`src/rtl/accum_cmd_sequencer.sv`:
```
// Command FIFO and replay sequencer that drives the 8-bit accumulator's B/S/E/clear inputs.
// Outputs change on posedge CLK; the accumulator captures them on the following negedge.
module accum_cmd_sequencer #(
    parameter int DEPTH = 4,
    parameter int LW    = $clog2(DEPTH + 1)
) (
    input  logic          CLK,
    input  logic          CLR,
    input  logic          cmd_valid,
    output logic          cmd_ready,
    input  logic [1:0]    cmd_op,
    input  logic          cmd_s,
    input  logic [2:0]    cmd_rep,
    input  logic [7:0]    cmd_b,
    output logic [7:0]    B,
    output logic          S,
    output logic          E,
    output logic          acc_clr,
    output logic          busy,
    output logic [LW-1:0] level
);

    localparam int PW = $clog2(DEPTH);

    typedef struct packed {
        logic [1:0] op;
        logic       s;
        logic [2:0] rep;
        logic [7:0] b;
    } cmd_t;

    typedef enum logic [1:0] {
        ST_IDLE,
        ST_RUN,
        ST_CLRQ,
        ST_NOPS
    } state_t;

    cmd_t            mem_q [DEPTH];
    logic [PW-1:0]   wr_ptr_q, wr_ptr_d;
    logic [PW-1:0]   rd_ptr_q, rd_ptr_d;
    logic [LW-1:0]   level_q, level_d;
    state_t          state_q, state_d;
    logic [2:0]      rcnt_q, rcnt_d;
    logic [7:0]      b_q, b_d;
    logic            s_q, s_d;

    logic            full;
    logic            empty;
    logic            push;
    logic            pop;
    logic            finishing;
    cmd_t            head;
    cmd_t            cmd_in;

    assign full   = (level_q == LW'(DEPTH));
    assign empty  = (level_q == '0);
    assign push   = cmd_valid && !full;
    assign head   = mem_q[rd_ptr_q];
    assign cmd_in = '{op: cmd_op, s: cmd_s, rep: cmd_rep, b: cmd_b};

    // Storage needs no reset: an entry is only read after it has been written.
    always_ff @(posedge CLK) begin
        if (push) begin
            mem_q[wr_ptr_q] <= cmd_in;
        end
    end

    always_comb begin
        wr_ptr_d = wr_ptr_q;
        rd_ptr_d = rd_ptr_q;
        level_d  = level_q;
        if (push) begin
            wr_ptr_d = wr_ptr_q + PW'(1);
        end
        if (pop) begin
            rd_ptr_d = rd_ptr_q + PW'(1);
        end
        case ({push, pop})
            2'b10:   level_d = level_q + LW'(1);
            2'b01:   level_d = level_q - LW'(1);
            default: level_d = level_q;
        endcase
    end

    // The head is taken on the same edge the current op ends, so ops run back to back.
    always_comb begin
        state_d   = state_q;
        rcnt_d    = rcnt_q;
        b_d       = b_q;
        s_d       = s_q;
        pop       = 1'b0;
        finishing = ((state_q == ST_RUN) && (rcnt_q == 3'd0)) ||
                    (state_q == ST_CLRQ) || (state_q == ST_NOPS);
        if ((state_q == ST_IDLE) || finishing) begin
            if (!empty) begin
                pop = 1'b1;
                case (head.op)
                    2'b01: begin
                        state_d = ST_RUN;
                        rcnt_d  = head.rep;
                        b_d     = head.b;
                        s_d     = head.s;
                    end
                    2'b10:   state_d = ST_CLRQ;
                    default: state_d = ST_NOPS;
                endcase
            end else begin
                state_d = ST_IDLE;
            end
        end else begin
            rcnt_d = rcnt_q - 3'd1;
        end
    end

    always_ff @(posedge CLK or posedge CLR) begin
        if (CLR) begin
            wr_ptr_q <= '0;
            rd_ptr_q <= '0;
            level_q  <= '0;
            state_q  <= ST_IDLE;
            rcnt_q   <= 3'd0;
            b_q      <= 8'd0;
            s_q      <= 1'b0;
        end else begin
            wr_ptr_q <= wr_ptr_d;
            rd_ptr_q <= rd_ptr_d;
            level_q  <= level_d;
            state_q  <= state_d;
            rcnt_q   <= rcnt_d;
            b_q      <= b_d;
            s_q      <= s_d;
        end
    end

    assign cmd_ready = !full;
    assign B         = b_q;
    assign S         = s_q;
    assign E         = (state_q == ST_RUN);
    assign acc_clr   = (state_q == ST_CLRQ);
    assign busy      = (state_q != ST_IDLE) || !empty;
    assign level     = level_q;

endmodule

```
`config.mk`:
```
export PLATFORM = sky130hd
export DESIGN_NAME = accum_cmd_sequencer
export DESIGN_NICKNAME = d
export VERILOG_FILES = /design/src/rtl/accum_cmd_sequencer.sv
export SDC_FILE = /design/constraint.sdc
export NUM_CORES = 1
export LEC_CHECK = 0
export CORE_MARGIN = 2
export CORE_UTILIZATION = 30
export CTS_BUF_LIST = sky130_fd_sc_hd__clkbuf_4 sky130_fd_sc_hd__clkbuf_8 sky130_fd_sc_hd__clkbuf_16
export DETAILED_ROUTE_END_ITERATION = 7
export DONT_BUFFER_PORTS = 1
export GPL_TIMING_DRIVEN = 0
export SYNTH_ARGS = -nofsm -noshare
export SYNTH_HDL_FRONTEND = slang
export SYNTH_SLANG_ARGS = --single-unit
```
`constraint.sdc`:
```
create_clock -name CLK -period 4 [get_ports CLK]
set_input_delay 0.8 -clock CLK [delete_from_list [all_inputs] [get_ports CLK]]
set_output_delay 0.8 -clock CLK [all_outputs]
set_load 0.01 [all_outputs]
```
* Word level (Yosys, flattened, before mapping) *
Memories as Yosys holds them, arrays and structs flattened.
Cells that the tools add are included.

storage, ports and cells
  output and inout port bits = 16
  memories = 1
  bits in registers = 21
  word-level logic and storage cells = 49
  input port bits = 17
  RAM bits = 56

operators by class
  equality and inequality tests = 10
  bitwise logic cells = 1
  reductions and logical operators = 15
  multiplexer cells = 10
  $add $sub $neg = 5

memories
  name   depth  width  rd ports  clocked after memory_dff  write ports  RTL line  RTL
  mem_q  4      14     1         0                         1            39        cmd_t mem_q [DEPTH];

operators by type and width
  operator               number
  $mux W3                3
  $eq A2 B2 Y1 const B   4
  $eq A2 B1 Y1 const B   3
  $logic_not A3 Y1       2
  $pmux W3 S2            1
  $sub A3 B1 Y3 const B  2
  $add A2 B1 Y2 const B  2
  $logic_or A1 B1 Y1     4
  $mux W1                4
  $pmux W2 S2            1
  $reduce_bool A2 Y1     2
  $add A3 B1 Y3 const B  1
  $eq A3 B3 Y1 const B   1
  $reduce_and A3 Y1      1
  $logic_and A1 B1 Y1    2
  $logic_not A1 Y1       2
  $logic_not A2 Y1       1
  $mux W2                1
  $ne A2 B1 Y1 const B   1
  $ne A2 B2 Y1 const B   1
  $reduce_and A2 Y1      1
  $not A1 Y1             1

* Depth between registers and ports, before layout *
  word-level depth = 8
  gate-level depth with buffers = 10
  gate-level depth less buffers = 10

* Worst setup path after synthesis *
Ideal clock, no wire load.

  kind = register to register
  start point = reg state_q[1]
  end point = reg level_q[2], in the netlist level[2]
  setup slack = 1.868 ns
  library setup time = 0.128 ns
  data arrival time = 2.004 ns
  data required time = 3.872 ns
  clock period less this slack = 2.132 ns
  stages on the path, launching flop included = 10
  path buffers = 0
  path through = dfrtp_1 nor2b_1 a21boi_0 nor2_1 ha_1 inv_1 fa_1 xor2_1 nor2_1 xor2_1

on the way
  word-level cells in the longest chain between the ends = 8
  elaborated cells on any way between the ends = 13
  classes of those cells = 5 x eq/ne; 2 x mux; 6 x reduce/logical

RTL lines
  what                                               RTL line  RTL
  start, declared                                    43        state_t state_q, state_d;
  start signal, assigned                             129       state_q <= state_d;
  $eq A2 B1 Y1 (*)                                   n/a
  net E                                              17        output logic E,
  $logic_and A1 B1 Y1 (*)                            93        finishing = ((state_q == ST_RUN) && (rcnt_q == 3'd0)) ||
  $logic_or A1 B1 Y1 (*)                             93
  $logic_or A1 B1 Y1 (*)                             94        (state_q == ST_CLRQ) || (state_q == ST_NOPS);
  $logic_or A1 B1 Y1 (*)                             95        if ((state_q == ST_IDLE) || finishing) begin
  $mux W1 (*)                                        95
  net pop                                            51        logic pop;
  $eq A2 B1 Y1 or $eq A2 B2 Y1 (tied branches)       79        case ({push, pop})
  $pmux W3 S2 or $reduce_bool A2 Y1 (tied branches)  n/a
  end signal, assigned                               128       level_q <= level_d;
  end, declared                                      42        logic [LW-1:0] level_q, level_d;

The timed path passes the listed nets; every way through them passes the cells marked *.
A chain may end at the register's enable or synchronous reset.

* Final worst setup path *
  start point = reg level_q[0], in the netlist level[0]
  end point = out busy

on the way
  word-level cells in the longest chain between the ends = 3

RTL lines
  what                RTL line  RTL
  $logic_not A3 Y1    57        assign empty = (level_q == '0);
  $logic_not A1 Y1    141       assign busy = (state_q != ST_IDLE) || !empty;
  $logic_or A1 B1 Y1  141
  end, declared       19        output logic busy,

Every way passes these cells.

==> run metrics <==
WL/cell=16.5 um; first-pass GRT wire length=8290 um; Synthesis Warnings=0; Max VDD drop=0.195 mV; overall power=2660 uW; syn nets=187; vias per inst=4.46; Worst-path clk slew=0.08 ns; EDFF count, synth=56; largest net degree at the start of global routing=22; top_reg_cell synth=edfxtp_1; CTS tree=done; Slew Limit Fails=0; post-synth cell types=33; setup violators final=0; Critical Path Source Type=flip-flop; Setup TNS=0 ns; kind of end point of the critical path=primary output; Layout fillers=979; antenna viol nets, final=0; GPL Wtd Cong=0.711; Layout Cells excl Fill=314; RSZ-0062 raised after global routing=no; Final Critical Period=2.50 ns; Resize count post-CTS=0; CORE AREA=0.0102 sq mm; via count=1401; htree depth=3; # rows=37; slowest stage delay, CP=0.49 ns; antenna cells=0; WP data required=3.20 ns; Post-synth ARST share=27.3%; full die area=0.0112 sq mm; Area Growth Syn to Fin=11.9%; fraction of layout cells with a size suffix above 1=24.2%; vias in the first global route=1483; Critical Path Fanout Max=5; Worst-Margin Slew=0.859 ns; Final nets=198; Placed Cells=298; Die X-Extent=106 um; Synth Register Bits=77; drt total wl=5180 um; GRT Total Usage=10.2%; Worst-Skew Late Latency=0.34 ns; status=complete, no violations; Hold Buf Count CTS=0; Buffers on Ports=0; Max stage delay cell, worst path=or3_1; Max Clock Freq=0.401 GHz; arrival time worst endpoint=1.70 ns; average cell area after synthesis=19.2 sq um; CTS Buffer Depth=2; PD cells=765 mW/mm^2; clk_skew=0.00729 ns; CTS sink cnt=77; Syn Inst Count=162; Cell Area, Synth=0.00310 sq mm; P_leak=0.00125 uW; CTS root buf=clkbuf_8; DIE HEIGHT=106 um; Tightest Hold Check Type=primary input to async pin; total gr overflow=0; CP Cell Sequence=or3_1 > or3_1; Hold Vio Cnt, Final=0; Max-Cap Viols=0; slew margin rel.=42.7%; CTS buffer count=9; io pins=33; post-CTS setup buffers=0; antenna violations before repair=0; Worst path most repeated cell=or3_1; Iter 0 DRT Violations=87; Initial Util=30.5%; Seq/Total Area, Yosys=71.1%; Tcrit/Tclk final=62.4%; DR pass1 iterations=4; dpl hpwl=3440 um; DRC viols=0; WS Path Type=flip-flop to primary output
## power breakdown
part / leakage, uW / total (uW) / internal [uW] / switching [uW]
combinational: 0.000387 / 831 / 407 / 424
sequential: 0.000757 / 1240 / 1100 / 140
clock: 0.000103 / 584 / 317 / 266
total: 0.00125 / 2660 / 1830 / 830
## logic make-up (layout without fill, tap and decap cells)
logic type                 count (synthesis)  count (layout)  share of synthesized area, %
muxes                                     26              26                          14.9
xor gates and xnor gates                   6               6                          1.69
adders and majority gates                  8               8                          3.47
and+or+nand+nor                           23              23                          4.96
buffers and inverters                     14              30                          1.97
AOI/OAI and AO/OA                          8               8                          1.89
DFF                                       77              77                          71.1
## critical path, delay by kind of cell (launching register included)
kind,cells,cell delay [ns]
and+or+nand+nor,2,0.89
DFF,1,0.47
## path summary, 6_finish.rpt
check / from / endpoint / slack [ns] / cells past startpoint
setup / recovery: level[0] / busy / 1.50 / 2
hold / removal: CLR / B[4] / 0.53 / 1
setup reg to reg: state_q[1] / level[2] / 1.58 / 9
hold reg to reg: rcnt_q[1] / rcnt_q[1] / 0.53 / 2
max in group asynchronous: CLR / rd_ptr_q[1] / 2.94 / 1
min in group CLK: rcnt_q[1] / rcnt_q[1] / 0.53 / 2
## cell usage after synthesis, drive strengths merged, types with 3 or more instances
cell,count,share of area (%)
mux2,10,3.6
and3,4,0.81
nand3,5,1.2
edfxtp,56,54
mux4,14,11
dfrtp,21,17
xnor2,3,0.85
xor2,3,0.85
inv,11,1.3
ha,7,2.8
nor2b,4,1.0
## routing by layer
metal,routed length [um],vias up,global-route usage (%)
met5,0,-,0
met4,49,0,3.95
met3,428,4,5.13
met2,2530,28,15.5
met1,2170,721,12.4
li1,-,648,-
## cell type report
| type | count | area (sq um) | area share (%) |
|---|---|---|---|
| clock inverter | 4 | 47.5 | 1.37 |
| multi-input combinational | 71 | 836 | 24.1 |
| inverter | 11 | 41.3 | 1.19 |
| clock buffer | 12 | 153 | 4.39 |
| sequential | 77 | 2210 | 63.5 |
| tap | 136 | 170 | 4.90 |
| buffer | 3 | 20.0 | 0.576 |
## state kept, by name, indices dropped and copies added (netlist names)
signal	cells
rcnt_q	3
wr_ptr_q	2
level	3
mem_q	56
state_q	2
B	8
rd_ptr_q	2
S	1
## stage by stage
stage               util (%)  setup slack (ns)  cell area (sq um)  hold WS, ns
detailed placement      32.1              1.50               3270        0.530
floorplan                  -              1.87               3100        0.502
global placement        32.1              1.53               3270        0.519
finish                  34.1              1.50               3470        0.527
CTS                     34.1              1.46               3470        0.532
global route            34.1              1.28               3470        0.528
## cells in the final DEF, fill, tap and decap left out, types with 2 or more instances in the layout
cell type  synthesis  final
edfxtp_1          56     56
dfrtp_1           21     21
inv_1             11     11
mux4_2            10     10
mux2_2            10     10
clkbuf_8           0     10
ha_1               7      7
nand3_1            4      4
mux4_1             4      4
and3_1             4      4
nor2b_1            3      3
xnor2_1            3      3
xor2_1             3      3
or3_1              2      2
mux2i_1            2      2
nor3_1             2      2
nor2_1             2      2
a21oi_1            2      2
clkinv_2           0      2
clkbuf_4           0      2
Power figures use the tool's default switching activity.
